**src/rtl/sw_debounce_pkg.sv**
```systemverilog
// Shared constants for the slide-switch debouncer; the top level and the
// bench pick their debounce timing from here.
package sw_debounce_pkg;

    localparam int unsigned DEFAULT_DEBOUNCE_CYCLES = 500000;
    localparam int unsigned SIM_DEBOUNCE_CYCLES     = 4;
    localparam int unsigned DEFAULT_CNT_W           = 20;

endpackage

```
**src/rtl/debounce_bit.sv**
```systemverilog
// One switch bit: 2-flop synchroniser, stable-time counter, debounced level
// flop and registered rise/fall strobes.
module debounce_bit
    import sw_debounce_pkg::*;
#(
    parameter int unsigned DEBOUNCE_CYCLES = DEFAULT_DEBOUNCE_CYCLES,
    parameter int unsigned CNT_W           = DEFAULT_CNT_W
) (
    input  logic clk,
    input  logic rst,
    input  logic raw,
    output logic db,
    output logic rise,
    output logic fall
);

    localparam logic [CNT_W-1:0] CNT_LAST = CNT_W'(DEBOUNCE_CYCLES - 1);

    logic             sync1;
    logic             sync2;
    logic [CNT_W-1:0] cnt;

    always_ff @(posedge clk or posedge rst) begin
        if (rst) begin
            sync1 <= 1'b0;
            sync2 <= 1'b0;
            cnt   <= '0;
            db    <= 1'b0;
            rise  <= 1'b0;
            fall  <= 1'b0;
        end else begin
            sync1 <= raw;
            sync2 <= sync1;
            rise  <= 1'b0;
            fall  <= 1'b0;
            if (sync2 == db) begin
                // Any return to the accepted level discards the partial count.
                cnt <= '0;
            end else if (cnt == CNT_LAST) begin
                db   <= sync2;
                cnt  <= '0;
                rise <= sync2;
                fall <= ~sync2;
            end else begin
                cnt <= cnt + CNT_W'(1);
            end
        end
    end

endmodule

```
**src/rtl/sw_debounce.sv**
```systemverilog
// Debounces the raw slide switches for the top_mux select and produces
// per-bit change strobes plus a combined any-change strobe.
module sw_debounce
    import sw_debounce_pkg::*;
#(
    parameter int unsigned WIDTH           = 4,
    parameter int unsigned DEBOUNCE_CYCLES = DEFAULT_DEBOUNCE_CYCLES,
    parameter int unsigned CNT_W           = DEFAULT_CNT_W
) (
    input  logic             clk,
    input  logic             rst,
    input  logic [WIDTH-1:0] sw_raw,
    output logic [WIDTH-1:0] sw_db,
    output logic [WIDTH-1:0] sw_rise,
    output logic [WIDTH-1:0] sw_fall,
    output logic             sw_chg
);

    for (genvar i = 0; i < WIDTH; i++) begin : g_bit
        debounce_bit #(
            .DEBOUNCE_CYCLES(DEBOUNCE_CYCLES),
            .CNT_W          (CNT_W)
        ) u_bit (
            .clk (clk),
            .rst (rst),
            .raw (sw_raw[i]),
            .db  (sw_db[i]),
            .rise(sw_rise[i]),
            .fall(sw_fall[i])
        );
    end

    // Built only from registered strobes, so still no path from sw_raw.
    always_comb begin
        sw_chg = |(sw_rise | sw_fall);
    end

endmodule

```
**config.mk**
```make
export PLATFORM = sky130hd
export DESIGN_NAME = sw_debounce
export DESIGN_NICKNAME = d
export VERILOG_FILES = /design/src/rtl/sw_debounce_pkg.sv /design/src/rtl/debounce_bit.sv /design/src/rtl/sw_debounce.sv
export SDC_FILE = /design/constraint.sdc
export NUM_CORES = 1
export LEC_CHECK = 0
export CAP_MARGIN = 10
export CELL_PAD_IN_SITES_DETAIL_PLACEMENT = 1
export CELL_PAD_IN_SITES_GLOBAL_PLACEMENT = 2
export CORE_AREA = 3 3 135 169
export DETAILED_ROUTE_END_ITERATION = 16
export DIE_AREA = 0 0 138 172
export PLACE_DENSITY_LB_ADDON = 0.1
export REMOVE_ABC_BUFFERS = 1
export SLEW_MARGIN = 10
export SYNTH_ARGS = -nofsm -noshare
export SYNTH_HDL_FRONTEND = slang
export SYNTH_HIERARCHICAL = 1
export SYNTH_SLANG_ARGS = --single-unit
```
**constraint.sdc**
```tcl
create_clock -name clk -period 1.5 [get_ports clk]
set_input_delay 0.45 -clock clk [delete_from_list [all_inputs] [get_ports clk]]
set_output_delay 0.45 -clock clk [all_outputs]
set_load 0.1 [all_outputs]
```
==> impl_metrics.env <==
export IMPL_finalHoldViolCount=0
export IMPL_dp_cells=887
export IMPL_final_nets=654
export IMPL_crit_arrival_ps=1320
export IMPL_start_util_pct=23.7
export IMPL_post_route_util_pct=38.2
export IMPL_grt_antenna_before_repair=0
export IMPL_period_share_pct=118
export IMPL_syn_inst=467
export IMPL_firstDrtPassIters=6
export IMPL_cts_hold_buffers=0
export IMPL_drive_above_1_share_pct=54.1
export IMPL_synth_top_area_share_pct=49.2
export IMPL_drt_iter0_markers=109
export IMPL_cp_start_kind="flop"
export IMPL_synth_cell_type_count=28
export IMPL_holdWs_ps=350
export IMPL_power_density_nw_per_um2=687
export IMPL_final_area_um2=8200
export IMPL_tritoncts="done"
export IMPL_grt_max_degree=26
export IMPL_hpwlAfterDp_um=10100
export IMPL_violations="setup timing"
export IMPL_tns_ps=-1450
export IMPL_dp_slack_ps=-144
export IMPL_drc_errors=0
export IMPL_ys_warn_count=6
export IMPL_port_buffers=18
export IMPL_via_per_inst=4.57
export IMPL_grt_usage_pct=12.5
export IMPL_syn_area_per_cell_um2=10.9
export IMPL_maxSlewViolCount=0
export IMPL_placed_area_um2=6740
export IMPL_vias=4238
export IMPL_die_area_um2=23700
export IMPL_clk_pin_slew_ps=70
export IMPL_routabilityCongestion=0.751
export IMPL_maxSlewHeadroom_pct=75.6
export IMPL_maxCapViolCount=0
export IMPL_ant_nets=0
export IMPL_htreeDepth=3
export IMPL_finalPower_mw=5.64
export IMPL_status="complete, but fails checks"
export IMPL_syn_cell_area_um2=5090
export IMPL_pwr_share_comb_pct=6.6
export IMPL_grt_pass1_wl_um=23900
export IMPL_yosys_register_bits=100
export IMPL_cts_path_max_buffers=2
export IMPL_cellLeakagePower_nw=3.56
export IMPL_endpoint_kind="output port"
export IMPL_cts_root_buf="clkbuf_16"
export IMPL_clk_latency_ps=350
export IMPL_antennaDiodeCount=0
export IMPL_grt_ovfl_total=0
export IMPL_post_synth_top_area_cell="dfrtp_1"
export IMPL_die_h_um=172
export IMPL_path_class="reg -> out"
export IMPL_first_global_vias=4569
export IMPL_area_growth_pct=61.3
export IMPL_setup_violations=32
export IMPL_core_um2=21500
export IMPL_worst_hold_path_type="reg -> reg"
export IMPL_fmax_ghz=0.564
export IMPL_rsz0062_at_grt="yes"
export IMPL_wire_per_inst_um=15.8
export IMPL_min_period_ps=1770
export IMPL_netSwitchingFraction_pct=23.8
export IMPL_routed_wl_um=14700
export IMPL_synthTopCellsByArea="dfrtp_1 (49%), xnor2_1 (9.6%), nor2_1 (5.9%)"
export IMPL_rows=60
export IMPL_fin_skew_ps=6.81
export IMPL_die_w_um=138
export IMPL_p_int_mw=4.30
export IMPL_path_max_fanout=2
export IMPL_cts_num_sinks=100
export IMPL_p_switching_mw=1.34
export IMPL_share_clk_of_total_power_pct=44.2
export IMPL_max_vdd_ir_drop_v=0.000467
export IMPL_tightest_slew_ps=363
export IMPL_power_frac_seq_pct=49.1
export IMPL_setup_slack_ps=-274
export IMPL_required_ps=1050
export IMPL_pin_count=19
export IMPL_numCtsBuffers=9
export IMPL_ys_seq_area_share_pct=49.2
export IMPL_finalNonFillerCells=928
==> routing by layer <==
layer  vias up  track usage (%)  routed length [µm]
met5         -                0                   0
met4         0             4.13                 221
met3        13             2.35                 261
met2        27             22.7                7880
met1      2185             14.9                6290
li1       2013                -                   -
==> power by group through the flow <==
| stage | Sequential [mW] | Combinational, mW | Clock, mW |
|---|---|---|---|
| 2_1_floorplan | 2.82 | 0.112 | 0 |
| 3_3_place_gp | 2.82 | 0.307 | 0 |
| 3_5_place_dp | 2.82 | 0.307 | 0 |
| 4_1_cts | 2.77 | 0.319 | 2.62 |
| 5_1_grt | 2.78 | 0.415 | 2.71 |
| 6_report | 2.77 | 0.373 | 2.49 |
==> cells in the final DEF (no fill, tap or decap), drive strengths merged <==
cell,synthesis,final
buf,8,168
xor2,8,8
and4bb,4,4
clkinvlp,0,2
o211ai,8,8
and3,20,20
nor4b,4,4
nand2,13,13
inv,16,17
nor3b,8,8
xnor2,56,56
o21ai,4,4
nor4,22,22
ha,4,4
and4,12,12
o221ai,4,4
nor2,84,84
nand4,20,20
clkinv,0,1
nand3,28,28
bufinv,0,1
clkbuf,0,12
dfrtp,100,100
mux2,4,4
and2,4,4
nor3,28,28
a21o,8,8
clkdlybuf4s50,0,5
==> state kept, by name, indices dropped and copies added, names as in the netlist <==
signal / count
g_bit.u_bit/sync1: 4
g_bit.u_bit/rise: 4
g_bit.u_bit/db: 4
g_bit.u_bit/cnt: 80
g_bit.u_bit/fall: 4
g_bit.u_bit/sync2: 4
==> cell families after synthesis <==
logic type | after synthesis | synth area share, %
AND/OR/NAND/NOR | 247 | 30.9
adder cells (fa/ha/maj) | 4 | 0.984
XOR/XNOR | 64 | 11.0
buffers and inverters | 24 | 2.66
multiplexers | 4 | 0.886
AO/OA/AOI/OAI | 24 | 4.33
flip-flops | 100 | 49.2
==> cell type report <==
class	instances	area (µm²)
Timing Repair Buffer	174	1710
Fill cell	2343	13300
Tap cell	279	349
Inverter	16	60.1
Clock inverter	5	58.8
Clock buffer	11	253
Multi-Input combinational cell	343	3240
Sequential cell	100	2530
==> synthesized netlist by cell type <==
library cell and instances:
dfrtp_1 100, mux2_2 4, nor4_4 8, nand4_4 8
and4_1 12, nand3_1 28, xnor2_1 56, o21ai_4 4
and3_2 12, nor4_1 14, and2_1 4, ha_1 4
nand4_1 12, and3_1 8, xor2_1 8, nor2_2 4
buf_4 4, buf_6 4, nor3b_1 8, o211ai_1 8
and4bb_2 4, o221ai_1 4, a21o_1 8, nand2_1 13
nor3_1 28, nor2_1 80, nor4b_1 4, inv_1 16
==> path summary, 6_finish.rpt <==
path / from / endpoint / slack, ps / cells after the start
max reg2reg: g_bit[1].u_bit/cnt[5]$_DFF_PP0_ / g_bit[1].u_bit/cnt[14]$_DFF_PP0_ / -80 / 6
min: g_bit[1].u_bit/sync1$_DFF_PP0_ / g_bit[1].u_bit/sync2$_DFF_PP0_ / 350 / 0
min in group asynchronous: rst / g_bit[1].u_bit/fall$_DFF_PP0_ / 600 / 3
max in group asynchronous: rst / g_bit[1].u_bit/cnt[7]$_DFF_PP0_ / 730 / 3
min reg2reg: g_bit[1].u_bit/sync1$_DFF_PP0_ / g_bit[1].u_bit/sync2$_DFF_PP0_ / 350 / 0
max: g_bit[0].u_bit/fall$_DFF_PP0_ / sw_chg / -270 / 3
==> worst max-delay path: stages (launching register included) <==
cell and delay (ps):
dfrtp_1 390, nor4_2 280, nand2_1 130, buf_12 180
==> what timing repair did <==
action | CTS | global route
buffers inserted | 9 | 17
setup endpoints to repair | 96 | 98
resized for setup | 72 | 137
cloned | 0 | 1
endpoints found under the hold margin | 0 | 0
pin swaps | 25 | 60
Power figures use the tool's default switching activity.
